===== config.mk =====
export PLATFORM = sky130hd
export DESIGN_NAME = rv32i_if_fetch
export DESIGN_NICKNAME = d
export VERILOG_FILES = /design/src/rtl/rv32i_if_fetch.sv
export SDC_FILE = /design/constraint.sdc
export NUM_CORES = 1
export LEC_CHECK = 0
export BUFFER_PORTS_ARGS = -buffer_cell sky130_fd_sc_hd__clkbuf_2
export CORE_ASPECT_RATIO = 0.8
export CORE_MARGIN = 1
export CORE_UTILIZATION = 58
export CTS_BUF_LIST = sky130_fd_sc_hd__clkbuf_8
export DETAILED_ROUTE_END_ITERATION = 16
export HOLD_SLACK_MARGIN = 0.08
export PLACE_DENSITY = 0.84
export REMOVE_ABC_BUFFERS = 1
export SLEW_MARGIN = 20
export SYNTH_ARGS = -nofsm -noshare
export SYNTH_HDL_FRONTEND = slang
export SYNTH_SLANG_ARGS = --single-unit

===== constraint.sdc =====
create_clock -name clk -period 4.6 [get_ports clk]
set_clock_uncertainty 0.1 [all_clocks]
set_input_delay 0.92 -clock clk [delete_from_list [all_inputs] [get_ports clk]]
set_output_delay 0.92 -clock clk [all_outputs]
set_load 0.01 [all_outputs]

===== src/rtl/rv32i_if_fetch.sv =====
// RV32I instruction-fetch stage: owns the PC, drives a 1-cycle-latency instruction memory,
// handles decode redirects, decode stalls via a one-entry skid buffer, and halts on EBREAK.
//
// state | meaning
// RUN   | fetching; one request in flight at most
// HALT  | EBREAK issued; emit NOPs until reset
module rv32i_if_fetch #(
    parameter logic [31:0] RESET_PC  = 32'h0000_0000,
    parameter logic [31:0] NOP_IW    = 32'h0000_0013,
    parameter logic [31:0] EBREAK_IW = 32'h0010_0073
) (
    input  logic        clk,
    input  logic        reset,
    input  logic        jump_en_in,
    input  logic [31:0] jump_addr_in,
    input  logic        stall_in,
    output logic        imem_rd_en,
    output logic [31:0] imem_addr,
    input  logic [31:0] imem_data,
    output logic [31:0] iw_out,
    output logic [31:0] pc_out,
    output logic        jump_en_out,
    output logic        halted_out
);

    typedef enum logic {RUN, HALT} state_t;

    state_t      state;
    logic [31:0] pc_f;
    logic        req_v;
    logic [31:0] pc_req;
    logic        sb_v;
    logic [31:0] sb_iw;
    logic [31:0] sb_pc;

    logic [31:0] jump_tgt;
    logic        sel_v;
    logic [31:0] sel_iw;
    logic [31:0] sel_pc;

    assign jump_tgt = jump_addr_in & ~32'h0000_0003;

    always_comb begin
        imem_rd_en = 1'b0;
        imem_addr  = pc_f;
        if (!reset && state == RUN) begin
            if (jump_en_in) begin
                imem_rd_en = 1'b1;
                imem_addr  = jump_tgt;
            end else if (!stall_in) begin
                imem_rd_en = 1'b1;
            end
        end
    end

    // The skid entry is older than anything arriving from memory, so it goes first.
    always_comb begin
        sel_v  = 1'b0;
        sel_iw = NOP_IW;
        sel_pc = pc_out;
        if (sb_v) begin
            sel_v  = 1'b1;
            sel_iw = sb_iw;
            sel_pc = sb_pc;
        end else if (req_v) begin
            sel_v  = 1'b1;
            sel_iw = imem_data;
            sel_pc = pc_req;
        end
    end

    always_ff @(posedge clk) begin
        if (reset) begin
            state       <= RUN;
            pc_f        <= RESET_PC;
            req_v       <= 1'b0;
            pc_req      <= RESET_PC;
            sb_v        <= 1'b0;
            sb_iw       <= NOP_IW;
            sb_pc       <= 32'h0;
            iw_out      <= NOP_IW;
            pc_out      <= 32'h0;
            jump_en_out <= 1'b0;
            halted_out  <= 1'b0;
        end else begin
            jump_en_out <= jump_en_in && (state == RUN);
            if (state == HALT) begin
                iw_out <= NOP_IW;
                req_v  <= 1'b0;
                sb_v   <= 1'b0;
            end else if (jump_en_in) begin
                pc_req <= jump_tgt;
                pc_f   <= jump_tgt + 32'd4;
                req_v  <= 1'b1;
                sb_v   <= 1'b0;
                iw_out <= NOP_IW;
            end else if (stall_in) begin
                req_v <= 1'b0;
                if (req_v) begin
                    sb_v  <= 1'b1;
                    sb_iw <= imem_data;
                    sb_pc <= pc_req;
                end
            end else begin
                pc_req <= pc_f;
                pc_f   <= pc_f + 32'd4;
                req_v  <= 1'b1;
                sb_v   <= 1'b0;
                iw_out <= sel_iw;
                if (sel_v) begin
                    pc_out <= sel_pc;
                end
                if (sel_v && sel_iw == EBREAK_IW) begin
                    state      <= HALT;
                    halted_out <= 1'b1;
                    req_v      <= 1'b0;
                end
            end
        end
    end

endmodule

== Word-level counts from Yosys, hierarchy flattened ==
Cells that the tools add are included.
W data, S select, Z words.

* Memory bits (writable): 0
* Register bits: 197
* Output and inout bits: 99
* Input port bits: 68
* Logic and storage cells: 52
* Bits in read-only memories: 0
* Memories kept: 0
* Latch bits: 0

* Muxes and demuxes: 22
* Add/subtract/negate cells: 2
* $lt $le $gt $ge: 0
* Eq/ne operators: 2
* Div/mod/pow operators: 0
* Bitwise gates (word level): 3
* Reduce and logical (&&, ||, !) cells: 12
* Shifts and indexed selects: 0
* $mul: 0

{| class="wikitable"
|+ Operator list
! kind !! count
|-
| $mux W32 || 10
|-
| $add A32 B3 Y32 const B || 2
|-
| $eq A32 B21 Y1 const B || 1
|-
| $mux W1 || 12
|-
| $reduce_and A4 Y1 || 2
|-
| $reduce_and A5 Y1 || 1
|-
| $reduce_or A4 Y1 || 1
|-
| $logic_and A1 B1 Y1 || 3
|-
| $not A1 Y1 || 3
|-
| $reduce_or A3 Y1 || 1
|-
| $ne A2 B2 Y1 const B || 1
|-
| $reduce_and A2 Y1 || 1
|-
| $reduce_bool A2 Y1 || 1
|-
| $reduce_or A2 Y1 || 1
|-
| $logic_not A1 Y1 || 1
|}

== Logic depth before layout (Yosys ltp) ==
* Depth in word-level cells: 8
* Depth in mapped cells: 13
* Gate-level depth less buffers: 7

== Worst setup path after synthesis ==
No wires, ideal clock.

* Path kind: input to register
* Start: input jump_en_in
* End: register pc_f[22]
* Buffers on the path: 6
* Stages on the path: 13
* Path slack: 1102 ps
* Data required time: 4383 ps
* Library setup time: 117 ps
* Arrival time: 3280 ps
* Path through: buf_6 buf_6 buf_2 buf_4 buf_4 mux2_2 ha_1 nand4b_1 a22oi_1 and4_1 buf_4 a21bo_2 a32o_1

* Word-level cells in the longest chain between the ends: 2
* Elaborated cells between the ends (all ways): 3
* Classes of those cells: 1 x eq/ne; 1 x mux; 1 x reduce/logical

{| class="wikitable"
|+ RTL lines
! item !! RTL line !! text
|-
| start: declaration || 14 || <nowiki>input logic jump_en_in,</nowiki>
|-
| $ne A2 B2 Y1 (no source line) || -- ||
|-
| $reduce_and A2 Y1 (no source line) || -- ||
|-
| end signal: assignment || 93 || <nowiki>pc_f <= jump_tgt + 32'd4;</nowiki>
|-
| end signal: assignment || 106 || <nowiki>pc_f <= pc_f + 32'd4;</nowiki>
|-
| end: declaration || 29 || <nowiki>logic [31:0] pc_f;</nowiki>
|}

Several ways; a longest one is shown, not always the timed one.
A chain may end at the register's enable or synchronous reset.

== Final worst setup path ==
* Start: register state
* End: output imem_addr[23]

* Word-level cells in the longest chain between the ends: 3

{| class="wikitable"
|+ RTL lines
! item !! RTL line !! text
|-
| start: declaration || 28 || <nowiki>state_t state;</nowiki>
|-
| start signal: assignment || 74 || <nowiki>state <= RUN;</nowiki>
|-
| start signal: assignment || 114 || <nowiki>state <= HALT;</nowiki>
|-
| $not A1 Y1 (no source line) || -- ||
|-
| $logic_and A1 B1 Y1 || 46 || <nowiki>if (!reset && state == RUN) begin</nowiki>
|-
| $mux W32 || 46 ||
|-
| end: declaration || 18 || <nowiki>output logic [31:0] imem_addr,</nowiki>
|}

Every way passes these cells.

==> results_dict.tcl <==
set metrics [dict create \
    worstHoldStart "iw_out[7]" \
    switching_share 0.2918 \
    dp_hpwl_um 15490 \
    grt_use_total 0.2857 \
    synth.largest_area_cell "dfxtp_1" \
    core_sq_um 15110 \
    cts-root-to-sink-buffers 2 \
    htree_levels 4 \
    fp.dieH_um 113.7 \
    grt_pass1_vias 7317 \
    ys_ff_latch 189 \
    p_leak_nw 4.055 \
    drt_iter0_markers 816 \
    clkTransAtPathRegs_ns 0.10 \
    path_max_fanout 23 \
    fin_setup_tns_ns 0 \
    rr_startpoint "req_v" \
    setup_viol_count_final 0 \
    tightestPinTransition_ns 1.038 \
    synth_area_leaders "dfxtp_1, nand2_1, mux2i_1, a21oi_1, a211oi_1" \
    worst-setup-path-type "register to output port" \
    cts_setup_buffers 0 \
    r2r_setup_slack_ns 1.61 \
    cts_made_buffers 17 \
    hold_viol 0 \
    final_design_area_no_fill_sq_um 10270 \
    dpl-instance-area_sq_um 9854 \
    critPathArrivalTime_ns 2.87 \
    ys.flop_type "dfxtp_1" \
    ant_nets 0 \
    power.switching_uw 984.8 \
    instances_no_fill 1420 \
    final_core_util 0.6792 \
    gr-total-overflow 0 \
    cts_tree "done" \
    antennaDiodeCount 0 \
    fmax_ghz 0.2571 \
    syn_to_final_growth_pct 13.44 \
    wl_per_cell_um 16.28 \
    status "complete, no violations" \
    relSlewSlack 0.3063 \
    die_w_um 141.7 \
    dr.pass1.iters 5 \
    rsz0062_at_grt "false" \
    post-route-period-util 0.8455 \
    postCtsHoldBufs 0 \
    cts_resized 0 \
    syn_avg_cell_area_sq_um 8.287 \
    root_buffer "clkbuf_8" \
    final_layout_size_suffix_gt1_frac 0.2198 \
    holdWs_ns 0.3606 \
    yosysUniqueCellTypes 66 \
    hp-class "register to register" \
    maxCapViolations 0 \
    synth_edf_count 0 \
    p_int_mw 2.390 \
    synth_top_area_frac 0.4181 \
    gp_congestion 0.8893 \
    startpoint "state" \
    vias 8373 \
    grt_antenna_before_repair 0 \
    power_frac_seq 0.526 \
    required_ns 3.58 \
    pwr-share-comb 0.134 \
    drt-vias-per-instance 5.896 \
    rows 40 \
    irDropWorstVdd_uv 227.2 \
    finalPower_mw 3.375 \
    fin_nets 1266 \
    cp-start-kind "register" \
    initial_core_util 0.5988 \
    cp-end-kind "output port" \
    period_needed_ns 3.889 \
    p_per_area_nw_per_um2 328.7 \
    routed_wl_um 23110 \
    port_buffers 160 \
    pwr-share-clk 0.340 \
    cts.sinks 189 \
    synth_area_sq_um 9050 \
    die_area_sq_um 16110 \
    slew_violations 0 \
    synthCells 1092 \
    drc 0 \
    place_inst 1388 \
    clk_latency_ns 0.47 \
    yosysSeqAreaShare 0.4181 \
    num_io_pins 167 \
    dp_slack_ns 0.9028 \
    setup_slack_ns 0.7106 \
    grt_max_degree 72 \
    async_reset_ff_frac 0 \
    grt_pass1_wl_um 36490 \
    yosys_warnings 0 \
]
[cell usage after synthesis, types with 22 or more instances]
cell	count
nand2_1	213
dfxtp_1	189
nor2_1	92
a21oi_1	91
clkbuf_1	57
a211oi_1	51
mux2i_1	50
o21ai_0	49
nand3_1	36
mux2_2	31
a22oi_1	22
buf_2	22
[power groups by stage]
stage,combinational (mW),clock [mW],sequential (mW)
after detailed placement,0.446,0,1.81
final,0.453,1.15,1.77
after CTS,0.450,1.16,1.77
after global routing,0.500,1.23,1.78
after global placement,0.437,0,1.81
after floorplan,0.252,0,1.80
[registers in the layout (all words and copies together) (netlist names)]
register	flops
iw_out	32
pc_req	30
halted_out	1
req_v	1
jump_en_out	1
sb_v	1
state	1
sb_pc	30
sb_iw	32
pc_out	30
pc_f	30
[critical path, stage by stage, from the launching register on]
cell	delay, ns
dfxtp_1	0.43
inv_1	0.35
nand2_1	0.29
nor2_2	0.41
buf_4	0.38
mux2_2	0.40
clkbuf_2	0.13
[final timing paths]
kind | to | depth (start not counted)
setup reg to reg | req_v | 5
setup / recovery | imem_addr[23] | 6
hold reg to reg | iw_out[7] | 2
hold / removal | iw_out[7] | 2
[logic make-up after synthesis]
family          Yosys count  synth area share
compound gates          282            0.2056
buf+inv                 103           0.05281
mux                      81           0.09387
xor+xnor                  4          0.003872
simple gates            431            0.2240
flops                   189            0.4181
fa+ha+maj                 1          0.001382
other cells               1         0.0004144
[layout by cell type (no fill, tap or decap), types with 4 or more instances in the layout]
cell type and instances:
a22oi_1 22, a211oi_1 51, buf_4 18, nor2b_1 6
inv_1 9, nor2_1 90, and3_1 6, nand4_1 17
o2111ai_1 4, a21o_1 5, nor4_1 7, o21ai_0 49
nand3_1 35, nand3b_4 4, a21oi_1 91, a32o_1 4
o311ai_0 4, conb_1 4, a311o_1 6, clkbuf_8 17
nor4b_1 6, nand3b_1 10, nor3_1 10, and2_1 5
clkbuf_2 158, inv_6 4, a31oi_1 5, or3_1 4
dfxtp_1 188, nand2_1 213, mux2_2 31, a22o_1 8
mux2i_1 50, o22ai_1 6
[per-layer routing]
metal  vias up  global-route usage  wire length (um)
met5         -                   0                 0
met4         0             0.07455               193
met1      3950              0.3991             10740
li1       4103                   -                 -
met3        19             0.05164              1372
met2       301              0.4558             10810
[final cells by class]
cell class              count  area [sq um]
well taps                 210         262.8
fillers                  1266          4848
flip-flops and latches    189          3787
multi-input cells         803          4825
inverters                   9         33.78
repair buffers            177         945.9
clock buffers              17         234.0
clock inverters            15         177.7
No activity file was read; power rests on OpenSTA's default activity.
